[src/rtl/sample_arb_pkg.sv]
// Shared types and helpers for the wave-table sample read arbiter.
package sample_arb_pkg;

  // Tag index is fixed-width so the struct can live here; covers up to 256 requesters.
  localparam int TAG_IDX_WIDTH = 8;

  function automatic int req_idx_width(input int n);
    return (n > 1) ? $clog2(n) : 1;
  endfunction

  typedef struct packed {
    logic                     valid;
    logic [TAG_IDX_WIDTH-1:0] idx;
  } tag_t;

endpackage

[src/rtl/rr_picker.sv]
// Combinational round-robin picker: first set request after ptr, wrapping modulo N.
module rr_picker
  import sample_arb_pkg::*;
#(
  parameter int N     = 6,
  parameter int IDX_W = req_idx_width(N)
) (
  input  logic [N-1:0]     req,
  input  logic [IDX_W-1:0] ptr,
  output logic [N-1:0]     gnt,
  output logic [IDX_W-1:0] idx,
  output logic             any
);

  always_comb begin
    logic [IDX_W-1:0] c;
    gnt = '0;
    idx = '0;
    any = 1'b0;
    c   = '0;
    for (int off = 1; off <= N; off++) begin
      c = IDX_W'((int'(ptr) + off) % N);
      if (!any && req[c]) begin
        any    = 1'b1;
        idx    = c;
        gnt[c] = 1'b1;
      end
    end
  end

endmodule

[src/rtl/sample_read_arbiter.sv]
// Round-robin arbiter sharing the wave-table BRAM read port; tags ride a shift
// register aligned with BRAM latency. Define SAMPLE_ARB_OSC_PRIO_EN for oscillator priority.
module sample_read_arbiter
  import sample_arb_pkg::*;
#(
  parameter int NUM_REQ      = 6,
  parameter int NUM_OSC      = 4,
  parameter int ADDR_WIDTH   = 18,
  parameter int SAMPLE_WIDTH = 16,
  parameter int BRAM_LATENCY = 2
) (
  input  logic                                   clk_in,
  input  logic                                   rst_in,
  input  logic                                   hold_in,
  input  logic [NUM_REQ-1:0]                     req_in,
  input  logic [NUM_REQ-1:0][ADDR_WIDTH-1:0]     addr_in,
  output logic [NUM_REQ-1:0]                     busy_out,
  output logic [NUM_REQ-1:0]                     rvalid_out,
  output logic [NUM_REQ-1:0][SAMPLE_WIDTH-1:0]   rdata_out,
  output logic                                   bram_en_out,
  output logic [ADDR_WIDTH-1:0]                  bram_addr_out,
  input  logic [SAMPLE_WIDTH-1:0]                bram_data_in
);

  localparam int RW = req_idx_width(NUM_REQ);

  if (NUM_OSC < 1 || NUM_OSC >= NUM_REQ || BRAM_LATENCY < 1) begin : g_bad_cfg
    $error("sample_read_arbiter: NUM_OSC must be 1..NUM_REQ-1 and BRAM_LATENCY >= 1");
  end

  logic [NUM_REQ-1:0] elig, gnt, ret_vec;
  logic [RW-1:0]      win;
  logic               any;
  tag_t               tag_pipe [BRAM_LATENCY:0];

  // Hold suppresses eligibility, so pickers report no grant and pointers stay put.
  assign elig = req_in & ~busy_out & {NUM_REQ{~hold_in}};

`ifdef SAMPLE_ARB_OSC_PRIO_EN
  localparam int NOTH = NUM_REQ - NUM_OSC;
  localparam int OW   = req_idx_width(NUM_OSC);
  localparam int TW   = req_idx_width(NOTH);

  logic [OW-1:0]      osc_ptr, osc_idx;
  logic [TW-1:0]      oth_ptr, oth_idx;
  logic [NUM_OSC-1:0] osc_gnt;
  logic [NOTH-1:0]    oth_gnt;
  logic               osc_any, oth_any;

  rr_picker #(.N(NUM_OSC), .IDX_W(OW)) u_osc_pick (
    .req(elig[NUM_OSC-1:0]), .ptr(osc_ptr), .gnt(osc_gnt), .idx(osc_idx), .any(osc_any)
  );
  rr_picker #(.N(NOTH), .IDX_W(TW)) u_oth_pick (
    .req(elig[NUM_REQ-1:NUM_OSC]), .ptr(oth_ptr), .gnt(oth_gnt), .idx(oth_idx), .any(oth_any)
  );

  // Any eligible oscillator shadows viz/debug entirely.
  assign any = osc_any | oth_any;
  assign win = osc_any ? RW'(osc_idx) : RW'(NUM_OSC + int'(oth_idx));
  assign gnt = osc_any ? {{NOTH{1'b0}}, osc_gnt} : {oth_gnt, {NUM_OSC{1'b0}}};

  always_ff @(posedge clk_in) begin
    if (rst_in) begin
      osc_ptr <= OW'(NUM_OSC - 1);
      oth_ptr <= TW'(NOTH - 1);
    end else if (osc_any) begin
      osc_ptr <= osc_idx;
    end else if (oth_any) begin
      oth_ptr <= oth_idx;
    end
  end
`else
  logic [RW-1:0] rr_ptr;

  rr_picker #(.N(NUM_REQ), .IDX_W(RW)) u_pick (
    .req(elig), .ptr(rr_ptr), .gnt(gnt), .idx(win), .any(any)
  );

  always_ff @(posedge clk_in) begin
    if (rst_in)   rr_ptr <= RW'(NUM_REQ - 1);
    else if (any) rr_ptr <= win;
  end
`endif

  always_comb begin
    ret_vec = '0;
    for (int i = 0; i < NUM_REQ; i++)
      ret_vec[i] = tag_pipe[BRAM_LATENCY].valid &&
                   (tag_pipe[BRAM_LATENCY].idx == TAG_IDX_WIDTH'(i));
  end

  // Stage 0 sits alongside bram_en; stage BRAM_LATENCY lines up with bram_data_in.
  always_ff @(posedge clk_in) begin
    if (rst_in) begin
      busy_out      <= '0;
      rvalid_out    <= '0;
      rdata_out     <= '0;
      bram_en_out   <= 1'b0;
      bram_addr_out <= '0;
      for (int s = 0; s <= BRAM_LATENCY; s++) tag_pipe[s] <= '0;
    end else begin
      bram_en_out <= any;
      if (any) bram_addr_out <= addr_in[win];
      tag_pipe[0] <= '{valid: any, idx: TAG_IDX_WIDTH'(win)};
      for (int s = 1; s <= BRAM_LATENCY; s++) tag_pipe[s] <= tag_pipe[s-1];
      busy_out   <= (busy_out & ~ret_vec) | gnt;
      rvalid_out <= ret_vec;
      for (int i = 0; i < NUM_REQ; i++)
        if (ret_vec[i]) rdata_out[i] <= bram_data_in;
    end
  end

endmodule

[config.mk]
export PLATFORM = sky130hd
export DESIGN_NAME = sample_read_arbiter
export DESIGN_NICKNAME = d
export VERILOG_FILES = /design/src/rtl/sample_arb_pkg.sv /design/src/rtl/rr_picker.sv /design/src/rtl/sample_read_arbiter.sv
export SDC_FILE = /design/constraint.sdc
export NUM_CORES = 1
export LEC_CHECK = 0
export BUFFER_PORTS_ARGS = -buffer_cell sky130_fd_sc_hd__clkbuf_2
export CORE_MARGIN = 3
export CORE_UTILIZATION = 55
export CTS_BUF_LIST = sky130_fd_sc_hd__clkbuf_4 sky130_fd_sc_hd__clkbuf_8
export DETAILED_ROUTE_END_ITERATION = 8
export GPL_ROUTABILITY_DRIVEN = 0
export GPL_TIMING_DRIVEN = 1
export PLACE_DENSITY = 0.95
export SLEW_MARGIN = 5
export SYNTH_ARGS = -nofsm -noshare
export SYNTH_HDL_FRONTEND = slang
export SYNTH_HIERARCHICAL = 1
export SYNTH_SLANG_ARGS = --single-unit
[constraint.sdc]
create_clock -name clk_in -period 13 [get_ports clk_in]
set_clock_uncertainty 0.05 [all_clocks]
set_input_delay 2.6 -clock clk_in [delete_from_list [all_inputs] [get_ports clk_in]]
set_output_delay 2.6 -clock clk_in [all_outputs]
set_load 0.01 [all_outputs]
==> results.sh <==
export IMPL_grt_pass1_vias=6792
export IMPL_crit_required_ns=13.30
export IMPL_wl_met1_mm=8.21
export IMPL_place_hpwl_mm=15.4
export IMPL_htreeDepth=4
export IMPL_n_antenna_cell=0
export IMPL_dr_wl_met2_mm=10.2
export IMPL_cp_arrival_ns=7.00
export IMPL_grt_overflow_total=0
export IMPL_cap_violations=0
export IMPL_pwr_share_clk_pct=15.3
export IMPL_cts_sinks=141
export IMPL_peakVddDrop_uv=275
export IMPL_dr_wl_met3_mm=1.96
export IMPL_area_delta_synth_final_pct=23.0
export IMPL_fmax_mhz=149
export IMPL_syn_mean_instance_area_sq_um=8.35
export IMPL_num_rows=40
export IMPL_grt_pass1_wl_mm=33.9
export IMPL_final_cells=1243
export IMPL_hold_class="register to register"
export IMPL_worst_pin_slew_ns=1.24
export IMPL_fin_tns_setup_ns=0
export IMPL_outcome="finished clean"
export IMPL_power_frac_comb_pct=60.7
export IMPL_yosysWarnings=6
export IMPL_clock_latency_ns=0.45
export IMPL_synth_edf_count=0
export IMPL_initialDrtViolationCount=807
export IMPL_cts_repair_resized=0
export IMPL_ys_ff_latch=141
export IMPL_clock_path_buffers=2
export IMPL_via_per_inst=5.74
export IMPL_post_route_period_util_pct=51.6
export IMPL_start_util_pct=57.6
export IMPL_final_net_count=1209
export IMPL_first_pass_iters=6
export IMPL_mappedNetlistArea_sq_mm=0.00707
export IMPL_layout_drive_gt1_share_pct=32.7
export IMPL_final_common_cell="clkbuf_2"
export IMPL_layout_common_cells="clkbuf_2 (258), nand2_1 (223), dfxtp_1 (141)"
export IMPL_finalHoldViolations=0
export IMPL_ioPinCount=260
export IMPL_crit_type="input port to register"
export IMPL_fp_coreArea_sq_mm=0.0123
export IMPL_clkTransAtPathRegs_ns=0.08
export IMPL_post_cts_buffers=0
export IMPL_routed_wirelength_mm=21.5
export IMPL_synth_nets=993
export IMPL_rsz0062_at_grt="false"
export IMPL_die_y_um=119
export IMPL_netSwitchingFraction_pct=44.6
export IMPL_p_switching_w=0.000967
export IMPL_p_per_area_mw_per_mm2=250
export IMPL_yosys_most_used_dff="dfxtp_1"
export IMPL_worstPathMaxFanout=39
export IMPL_cts_tree="yes"
export IMPL_dieArea_sq_mm=0.0142
export IMPL_cp_end_kind="register"
export IMPL_ant_nets=0
export IMPL_cts_root_buf="clkbuf_8"
export IMPL_internal_power_w=0.00120
export IMPL_dp_cells=1211
export IMPL_p_leak_nw=3.67
export IMPL_seq_power_share_pct=24.0
export IMPL_fillCellCount=909
export IMPL_grt_max_degree=96
export IMPL_routedWlPerCell_um=17.3
export IMPL_cp_start_kind="input port"
export IMPL_setup_viol=0
export IMPL_period_needed_ns=6.70
export IMPL_drv_slew=0
export IMPL_ys_seq_area_share_pct=39.9
export IMPL_numPortBuffers=259
export IMPL_netlist_instances=846
export IMPL_ys_async_sr_fraction_pct=0
export IMPL_drc=0
export IMPL_yosys_cell_types_count=72
export IMPL_cts_buffers=17
export IMPL_via_count=7132
export IMPL_antenna_found_initial=0
export IMPL_die_w_um=119
export IMPL_cts_hold_buf=0
export IMPL_grt_total_usage_pct=29.7
export IMPL_routed_top_layer="met4"
export IMPL_relSlewSlack_pct=17.4
[cell families after synthesis]
group	synth area share (%)
adders and majority gates	2.48
DFF	39.9
AOI/OAI and AO/OA	19.2
buffers and inverters	5.43
xor gates and xnor gates	0.832
and+or+nand+nor	22.4
muxes	9.74
[power groups by stage]
stage                     combinational, W  clock [W]  sequential [W]
after floorplan                    0.00106          0        0.000537
after global placement             0.00126          0        0.000529
after detailed placement           0.00130          0        0.000530
after CTS                          0.00130   0.000336        0.000520
after global routing               0.00143   0.000356        0.000525
final                              0.00132   0.000333        0.000521
[worst max-delay path, stage by stage]
cell and delay [ns]:
clkbuf_2 0.13, nor3b_1 0.38, mux2_2 0.32, nor2_1 0.05, a211o_1 0.29, o21ai_2 0.41
nor4bb_1 0.12, buf_4 0.21, a32oi_2 0.23, nand3_2 0.85, nand2b_1 0.79, o22a_1 0.32
a311oi_1 0.26
[layout make-up]
| class | count | area (sq um) | share of cell area [%] |
|---|---|---|---|
| Multi-Input combinational cell | 626 | 3910 | 44.9 |
| Sequential cell | 141 | 2820 | 32.5 |
| Timing Repair Buffer | 263 | 1330 | 15.3 |
| Clock buffer | 19 | 255 | 2.94 |
| Tap cell | 168 | 210 | 2.42 |
| Clock inverter | 13 | 116 | 1.34 |
| Inverter | 13 | 51.3 | 0.590 |
[layer usage]
metal,track usage [%],vias to the layer above
li1,-,3378
met1,34.6,3233
met2,49.6,448
met3,6.89,73
met4,17.9,0
met5,0,-
[path summary, 6_finish.rpt]
path,from,endpoint,slack (ns),cells after the start
max,hold_in,bram_addr_out[16],6.30,13
min,tag_pipe[0][11],tag_pipe[0][20],0.39,1
min reg2reg,tag_pipe[0][11],tag_pipe[0][20],0.39,1
max reg2reg,rr_ptr[1],bram_addr_out[16],7.15,16
[synth_stat cells, types with 3 or more instances]
library cell	number	area, sq um
a311oi_1	19	166
o32ai_1	4	35.0
a22oi_1	3	22.5
nand2b_1	5	31.3
a21oi_1	106	531
buf_4	8	60.1
a211oi_1	6	45.0
o22a_1	18	158
dfxtp_1	141	2820
nor2b_1	18	113
nand3_1	5	25.0
nor3b_1	7	52.6
nor4bb_1	3	30.0
a21oi_2	3	26.3
mux2_2	22	248
xnor2_1	3	26.3
nand4bb_1	3	33.8
inv_1	11	41.3
a211o_1	3	26.3
nor3_1	7	35.0
nand2_1	223	837
a31oi_1	7	43.8
mux2i_1	44	440
nor2_1	49	184
buf_2	20	100
ha_1	14	175
clkbuf_1	33	124
nor4_1	5	31.3
buf_6	4	45.0
[registers in the layout, indices dropped and copies added, names as in the netlist]
register / cells
rdata_out: 96
bram_addr_out: 18
tag_pipe: 12
busy_out: 6
rvalid_out: 6
rr_ptr: 3
[stage by stage]
step | cell area, sq um | worst slack (ns) | utilization (%) | total power, W | hold slack, ns
finish | 8690 | 6.30 | 70.9 | 0.00217 | 0.389
global route | 8690 | 5.92 | 70.9 | 0.00231 | 0.411
CTS | 8690 | 6.35 | 70.9 | 0.00216 | 0.393
detailed placement | 8320 | 5.83 | 67.8 | 0.00183 | 0.373
global placement | 8320 | 6.09 | 67.8 | 0.00179 | 0.366
floorplan | 7070 | 7.57 | - | 0.00159 | 0.364
(Power assumes the default switching activity.)
